==> src/rtl/control_sequencer.sv <==
// Hardwired control sequencer: fetches 16-bit instructions from a synchronous
// ROM, decodes them into the processing-unit control word, resolves jumps and
// flag branches, and runs data-memory loads/stores through a req/ready
// handshake with a timeout that aborts into HALT.
module control_sequencer #(
  parameter int PC_W    = 6,
  parameter int TIMEOUT = 15
) (
  input  logic            clk,
  input  logic            rst_n,
  input  logic [15:0]     instr_in,
  input  logic [3:0]      flags_in,
  input  logic            mem_ready,
  output logic [PC_W-1:0] imem_addr,
  output logic [15:0]     ctrl_word,
  output logic            mem_req,
  output logic            mem_we,
  output logic            halted,
  output logic            err
);

  localparam int CNT_W = $clog2(TIMEOUT + 1);

  localparam logic [3:0] OP_NOP   = 4'h0;
  localparam logic [3:0] OP_ALU   = 4'h1;
  localparam logic [3:0] OP_SHIFT = 4'h2;
  localparam logic [3:0] OP_LOAD  = 4'h3;
  localparam logic [3:0] OP_STORE = 4'h4;
  localparam logic [3:0] OP_JMP   = 4'h5;
  localparam logic [3:0] OP_BRZ   = 4'h6;
  localparam logic [3:0] OP_BRN   = 4'h7;
  localparam logic [3:0] OP_HALT  = 4'hF;

  typedef enum logic [2:0] {
    S_FETCH    = 3'd0,
    S_DECODE   = 3'd1,
    S_EXEC     = 3'd2,
    S_MEM_WAIT = 3'd3,
    S_HALT     = 3'd4
  } state_t;

  state_t           state, state_nxt;
  logic [15:0]      ir;
  logic             ir_load;
  logic [PC_W-1:0]  pc, pc_nxt;
  logic [CNT_W-1:0] cnt, cnt_nxt;
  logic             err_nxt;

  logic [3:0]       op;
  logic [5:0]       aux;
  logic [PC_W-1:0]  target;
  logic             unused_flags;

  assign op        = ir[15:12];
  assign aux       = ir[5:0];
  assign target    = PC_W'(aux);
  assign imem_addr = pc;
  // Only Z and N are used for branching; C and V are passed over.
  assign unused_flags = ^flags_in[3:2];

  // Control word for the instruction held in IR, without the load write-back enable.
  function automatic logic [15:0] decode_ctrl(input logic [15:0] ins);
    logic [1:0] rd, ra, rb;
    logic [5:0] ax;
    logic [15:0] cw;
    rd = ins[11:10];
    ra = ins[9:8];
    rb = ins[7:6];
    ax = ins[5:0];
    cw = 16'h0000;
    unique case (ins[15:12])
      OP_ALU:   cw = {ra, rb, rd, 1'b1, ax[4], ax[3:0], 2'b00, 1'b0, 1'b0};
      OP_SHIFT: cw = {ra, rb, rd, 1'b1, ax[4], 4'b0000, ax[1:0], 1'b1, 1'b0};
      OP_LOAD:  cw = {ra, 2'b00, rd, 1'b0, 1'b0, 4'b0000, 2'b00, 1'b0, 1'b1};
      OP_STORE: cw = {ra, rb, 2'b00, 1'b0, 1'b0, 4'b0000, 2'b00, 1'b0, 1'b0};
      default:  cw = 16'h0000;
    endcase
    return cw;
  endfunction

  // State register.
  always_ff @(posedge clk or negedge rst_n) begin
    if (!rst_n) state <= S_FETCH;
    else        state <= state_nxt;
  end

  // Program counter, instruction register, wait counter and sticky error flag.
  always_ff @(posedge clk or negedge rst_n) begin
    if (!rst_n) begin
      pc  <= '0;
      ir  <= 16'h0000;
      cnt <= '0;
      err <= 1'b0;
    end else begin
      pc  <= pc_nxt;
      cnt <= cnt_nxt;
      err <= err_nxt;
      if (ir_load) ir <= instr_in;
    end
  end

  // Next-state logic and Moore outputs (load write-back enable follows mem_ready).
  always_comb begin
    state_nxt = state;
    pc_nxt    = pc;
    cnt_nxt   = cnt;
    err_nxt   = err;
    ir_load   = 1'b0;
    ctrl_word = 16'h0000;
    mem_req   = 1'b0;
    mem_we    = 1'b0;
    halted    = 1'b0;
    unique case (state)
      S_FETCH: state_nxt = S_DECODE;
      S_DECODE: begin
        ir_load   = 1'b1;
        pc_nxt    = pc + 1'b1;
        state_nxt = S_EXEC;
      end
      S_EXEC: begin
        ctrl_word = decode_ctrl(ir);
        state_nxt = S_FETCH;
        case (op)
          OP_LOAD, OP_STORE: begin
            mem_req   = 1'b1;
            mem_we    = (op == OP_STORE);
            cnt_nxt   = '0;
            state_nxt = S_MEM_WAIT;
          end
          OP_JMP: pc_nxt = target;
          OP_BRZ: if (flags_in[0]) pc_nxt = target;
          OP_BRN: if (flags_in[1]) pc_nxt = target;
          OP_HALT: state_nxt = S_HALT;
          default: state_nxt = S_FETCH;
        endcase
      end
      S_MEM_WAIT: begin
        ctrl_word = decode_ctrl(ir);
        mem_req   = 1'b1;
        mem_we    = (op == OP_STORE);
        if (mem_ready) begin
          // Load data is valid this cycle, so the register write lands on this edge.
          if (op == OP_LOAD) ctrl_word[9] = 1'b1;
          cnt_nxt   = '0;
          state_nxt = S_FETCH;
        end else if (cnt == CNT_W'(TIMEOUT - 1)) begin
          err_nxt   = 1'b1;
          cnt_nxt   = '0;
          state_nxt = S_HALT;
        end else begin
          cnt_nxt = cnt + 1'b1;
        end
      end
      S_HALT: halted = 1'b1;
      default: state_nxt = S_FETCH;
    endcase
  end

endmodule

==> config.mk <==
export PLATFORM = sky130hd
export DESIGN_NAME = control_sequencer
export DESIGN_NICKNAME = d
export VERILOG_FILES = /design/src/rtl/control_sequencer.sv
export SDC_FILE = /design/constraint.sdc
export NUM_CORES = 1
export LEC_CHECK = 0
export CAP_MARGIN = 20
export CORE_ASPECT_RATIO = 1.5
export CORE_UTILIZATION = 47
export CTS_BUF_LIST = sky130_fd_sc_hd__clkbuf_16
export DETAILED_ROUTE_END_ITERATION = 10
export PLACE_DENSITY_LB_ADDON = 0.3
export SLEW_MARGIN = 20
export SYNTH_ARGS = -nofsm -noshare
export SYNTH_HDL_FRONTEND = slang
export SYNTH_SLANG_ARGS = --single-unit
==> constraint.sdc <==
create_clock -name clk -period 2.3 [get_ports clk]
set_input_delay 0.345 -clock clk [delete_from_list [all_inputs] [get_ports clk]]
set_output_delay 0.345 -clock clk [all_outputs]
set_load 0.005 [all_outputs]
# == Word level (Yosys, flattened, before mapping) ==
# Cells that the tools add are included.
# word_totals
inputBits,23
reg_bits,30
elab_cells,57
# classes
n_addsub,2
eq_ne,18
bitwise_logic,2
muxes,22
reduce_logical,8
# op_table
op,n
16-bit one-hot mux with 4 select lines,1
16-bit one-hot mux with 2 select lines,1
6-bit one-hot mux with 3 select lines,1
"4-bit by 3-bit == test with 1-bit output, second input constant",4
3-bit one-hot mux with 5 select lines,1
4-bit two-way mux,3
6-bit two-way mux,2
6-bit one-hot mux with 2 select lines,1
"3-bit != test, second input constant",3
"4-bit by 2-bit == test with 1-bit output, second input constant",2
"4-bit == test, second input constant",2
4-bit one-hot mux with 2 select lines,1
"6-bit by 1-bit adder with 6-bit output, second input constant",1
"3-bit by 2-bit == test with 1-bit output, second input constant",2
1-bit two-way mux,6
3-bit two-way mux,2
3-bit one-hot mux with 2 select lines,1
"4-bit by 1-bit adder with 4-bit output, second input constant",1
"4-bit by 1-bit == test with 1-bit output, second input constant",1
"4-bit by 2-bit != test with 1-bit output, second input constant",1
1-bit one-hot mux with 2 select lines,2
2-bit AND reduction,2
4-bit AND reduction,1
2-bit nonzero test,2
7 further kinds,8

# == Logic depth before layout (Yosys ltp) ==
# logic_depth
depth_word,5
mapped_depth,6
ltp_nobuf,6

# == Least setup slack after synthesis ==
# No wires, ideal clock.
# synth_timing
path_kind,reg2reg
start,register state[2]
end,register pc[1] (netlist: imem_addr[1])
t_arrival_ns,1.798
synth_period_minus_slack_ns,1.925
slack_ns,0.375
path_buffers,2
path_stages_with_launch,7
t_required_ns,2.173
cell_sequence,dfrtp_1 buf_6 or3b_4 or4_4 buf_6 nand2b_4 mux2_1
# synth_via
elab_chain_cells,3
# synth_rtl
element,line_no,source
start: declaration,42,"state_t state, state_nxt;"
start signal: assignment,84,else state <= state_nxt;
3-bit by 2-bit == test with 1-bit output / 3-bit by 1-bit == test with 1-bit output (equally long branches),113,unique case (state)
"4-bit by 2-bit != test with 1-bit output (no source line), or another cell as far along",-,
4-bit AND reduction (no source line),-,
end signal: assignment,95,pc <= pc_nxt;
end: declaration,45,"logic [PC_W-1:0] pc, pc_nxt;"
# Several ways; a longest one is shown, not always the timed one.
# A chain may end at the register's enable or synchronous reset.

# == Worst setup path after layout ==
# layout_timing
start,register ir[15]
end,output mem_req
# layout_via
elab_chain_cells,4
# layout_rtl
element,line_no,source
start: declaration,43,logic [15:0] ir;
start signal: assignment,98,if (ir_load) ir <= instr_in;
4-bit by 3-bit == test with 1-bit output / 4-bit by 2-bit == test with 1-bit output (equally long branches),123,case (op)
2-bit OR reduction *,123,
1-bit two-way mux *,123,
1-bit one-hot mux with 2 select lines *,113,
end: declaration,16,"output logic mem_req,"
# Every way passes the cells marked *; elsewhere a longest branch is shown, timed or not.

==> metrics <==
Initial DRT Pass Iterations 4; RSZ-0062 raised after global routing yes; WL final 4.276 mm; clk sinks 30; num ports 49; Clock power frac a little under a fifth; Seq pwr share ~33%; antenna violations before repair 0; clk slew on worst S/H paths about 0.05 ns; Top FF cell, synth dfrtp_1; post-synth cell types 42; Vert. Die Dim ~75 µm; cts hold-fix bufs 0; met2 Usage GRT 46.52%; PortBufs 46; combinational share of power 47.9%; Post-synth top cells 30 x dfrtp_1, 19 x nand2_1, 14 x mux2_2, 12 x nor2_1, 10 x and2_1; Seq/Total Area, Yosys between 40% and 50%; Crit-path slowest cell clkdlybuf4s50_1; first-pass GRT wire length 6.893 mm; internal power around 2.0 mW; routability cong. around 0.87; PwrDens approximately 1300 nW/µm²; Synth area leaders dfrtp_1 45%, mux2_2 9.4%, nand2_1 4.2%, and2_1 3.7%, nor2_1 2.7%; max-capacitance violation count 0; warnings from Yosys 0; Iter 0 DRT Violations 38; # H-tree levels 2; Detailed Place HPWL 3.113 mm; proportion of layout cells with a drive suffix above 1 approximately 26%; synthesized area per cell 9.943 µm²; Slew HR between 70% and 80%; drt wl/cell between 15 and 20 µm; critical path launch point type register; crit path kind register to primary output; Lkg Pwr about 1.2 nW; grt total ovfl 0; CTS tree yes; Via-to-Cell Ratio between 5 and 6; final setup TNS 0 ns; cells after synthesis ~170; busiest grt layer met2; die area about 3800 µm²; Worst path depth 5; Post-Syn Area 1680 µm²; die width roughly 51 µm; CP max stage delay 0.50 ns; gr usage total 25.37%; number of global-route vias before repair about 1.5k; CTS Buf Count 5; r2r endpoint imem_addr[1]; asr flop ratio synth 100.0%; Clock Root Buffer clkbuf_16; drt drc 0; worst path cell trace buf_4, nor4b_2, o31ai_2, inv_1, clkdlybuf4s50_1; Yosys top cell by area dfrtp_1; total power ~3.2 mW; Worst EP required 1.96 ns; Bufs on Longest Clock Path 2; ANT nets after route 0; initial core utilization ~50%; Hold Crit Class primary input to async pin; Seq cells post-synth 30; routed vias between 1.5k and 2k; VDD IR-drop max 0.9524 mV; outcome complete, no violations; met3 Resource Use GR under 10%; CP Buf/Inv Count 3; CP Capture Point mem_req; final net count 255; Top delay family on crit path buffers and inverters; Synth top area share roughly 45%; Net Switching ~1.2 mW; CP endpoint kind primary output; area grow syn2layout 46.61%; r2r startpoint state[1]; f_max 0.4419 GHz; Ant. Diodes 0; Worst Setup SP ir[15]; top-count cell post-synth dfrtp_1; Post-synth EDFFs 0; Final Hold Fails 0; switching share of power a little over a third; final slew viol count 0; final worst-path cycle share 98.40%; global routing usage on met1 between 20% and 30%; Slew @ Worst Pin around 0.41 ns; standard-cell rows 26; skew final about 0.006 ns; min Tclk post-route around 2.3 ns; final setup fails 0; core area 3416 µm²; Clk Latency, worst-skew pair ~0.28 ns; depth of the worst register-to-register path 5; crit path max fanout 6; Critical Path AT 1.92 ns; Net Count, Synth around 200; largest net degree at the start of global routing 31; register-to-register setup slack 0.23 ns
repair_timing:
action,CTS,global route
setup endpoints to repair,15,9
gates resized for setup,27,11
setup buffers,1,0
pin swaps,1,2
cloned,0,0
per-stage QoR:
stage / util, % / setup slack [ns] / area, µm² / hold slack (ns) / instances
global route: 72.12 / -0.02451 / 2464 / 0.4894 / 272
floorplan: - / 0.3746 / 1680 / 0.04941 / 169
CTS: 72.09 / 0.01328 / 2462 / 0.4823 / 272
finish: 72.12 / 0.03690 / 2464 / 0.4726 / 272
detailed placement: 65.97 / 0.05909 / 2253 / 0.4749 / 263
global placement: 65.97 / 0.1159 / 2253 / 0.4411 / 263
logic make-up (layout without fill, tap and decap cells):
kind of cell / after synthesis / in the layout / share of synthesized area [%]
xor+xnor: 1 / 1 / 0.5213
flops: 30 / 30 / 44.68
buf+inv: 16 / 77 / 4.691
mux: 15 / 15 / 10.05
fa+ha+maj: 3 / 3 / 2.234
compound gates: 31 / 31 / 12.96
simple gates: 73 / 73 / 24.87
how the worst min path moves through the flow:
| stage | slack (ns) | startpoint | end |
|---|---|---|---|
| floorplan | 0.05 | rst_n | cnt[0] |
| global placement | 0.44 | err | err |
| detailed placement | 0.47 | err | err |
| CTS | 0.48 | rst_n | ir[4] |
| global route | 0.49 | err | err |
| finish | 0.47 | rst_n | ir[7] |
state kept, by name (all words and copies together) (netlist names):
signal	count
ir	16
imem_addr	6
cnt	4
state	3
err	1
metal layers:
layer  part of all wire, %  vias to the layer above
met5                     0                        -
met4                   3.9                        0
li1                      -                      725
met2                    56                       61
met3                   4.4                       19
met1                    36                      733
worst reg2reg max path: stages (launching register included):
cell	delay [ns]
dfrtp_1	0.40
buf_4	0.19
or3b_4	0.42
or4_4	0.50
nand2b_4	0.11
mux2_1	0.33
power groups by stage:
| stage | registers (mW) | clock network (mW) | logic, mW |
|---|---|---|---|
| finish | 1.04 | 0.605 | 1.51 |
| global route | 1.08 | 0.640 | 1.65 |
| global placement | 1.00 | 0 | 1.35 |
| CTS | 1.04 | 0.619 | 1.50 |
| floorplan | 0.947 | 0 | 0.907 |
| detailed placement | 1.02 | 0 | 1.42 |
layout make-up:
class,instances,area [µm²]
Inverter,7,26.28
Clock buffer,5,125.1
Timing Repair Buffer,62,570.5
Clock inverter,3,12.51
Tap cell,42,52.55
Sequential cell,30,753.2
Fill cell,259,952.2
Multi-Input combinational cell,123,923.4
cell usage in the layout, fill, tap and decap left out, types with 3 or more instances in the layout:
| master | n |
|---|---|
| dlygate4sd2_1 | 8 |
| a21oi_1 | 5 |
| nor2_1 | 11 |
| a21o_1 | 3 |
| and2_1 | 10 |
| clkdlybuf4s50_1 | 32 |
| clkbuf_16 | 5 |
| mux2_2 | 14 |
| nand3_1 | 6 |
| buf_4 | 14 |
| o21ai_0 | 6 |
| clkbuf_2 | 3 |
| nand2_1 | 19 |
| dlymetal6s2s_1 | 3 |
| ha_1 | 3 |
| inv_1 | 8 |
| dfrtp_1 | 28 |
(Power assumes the default switching activity.)
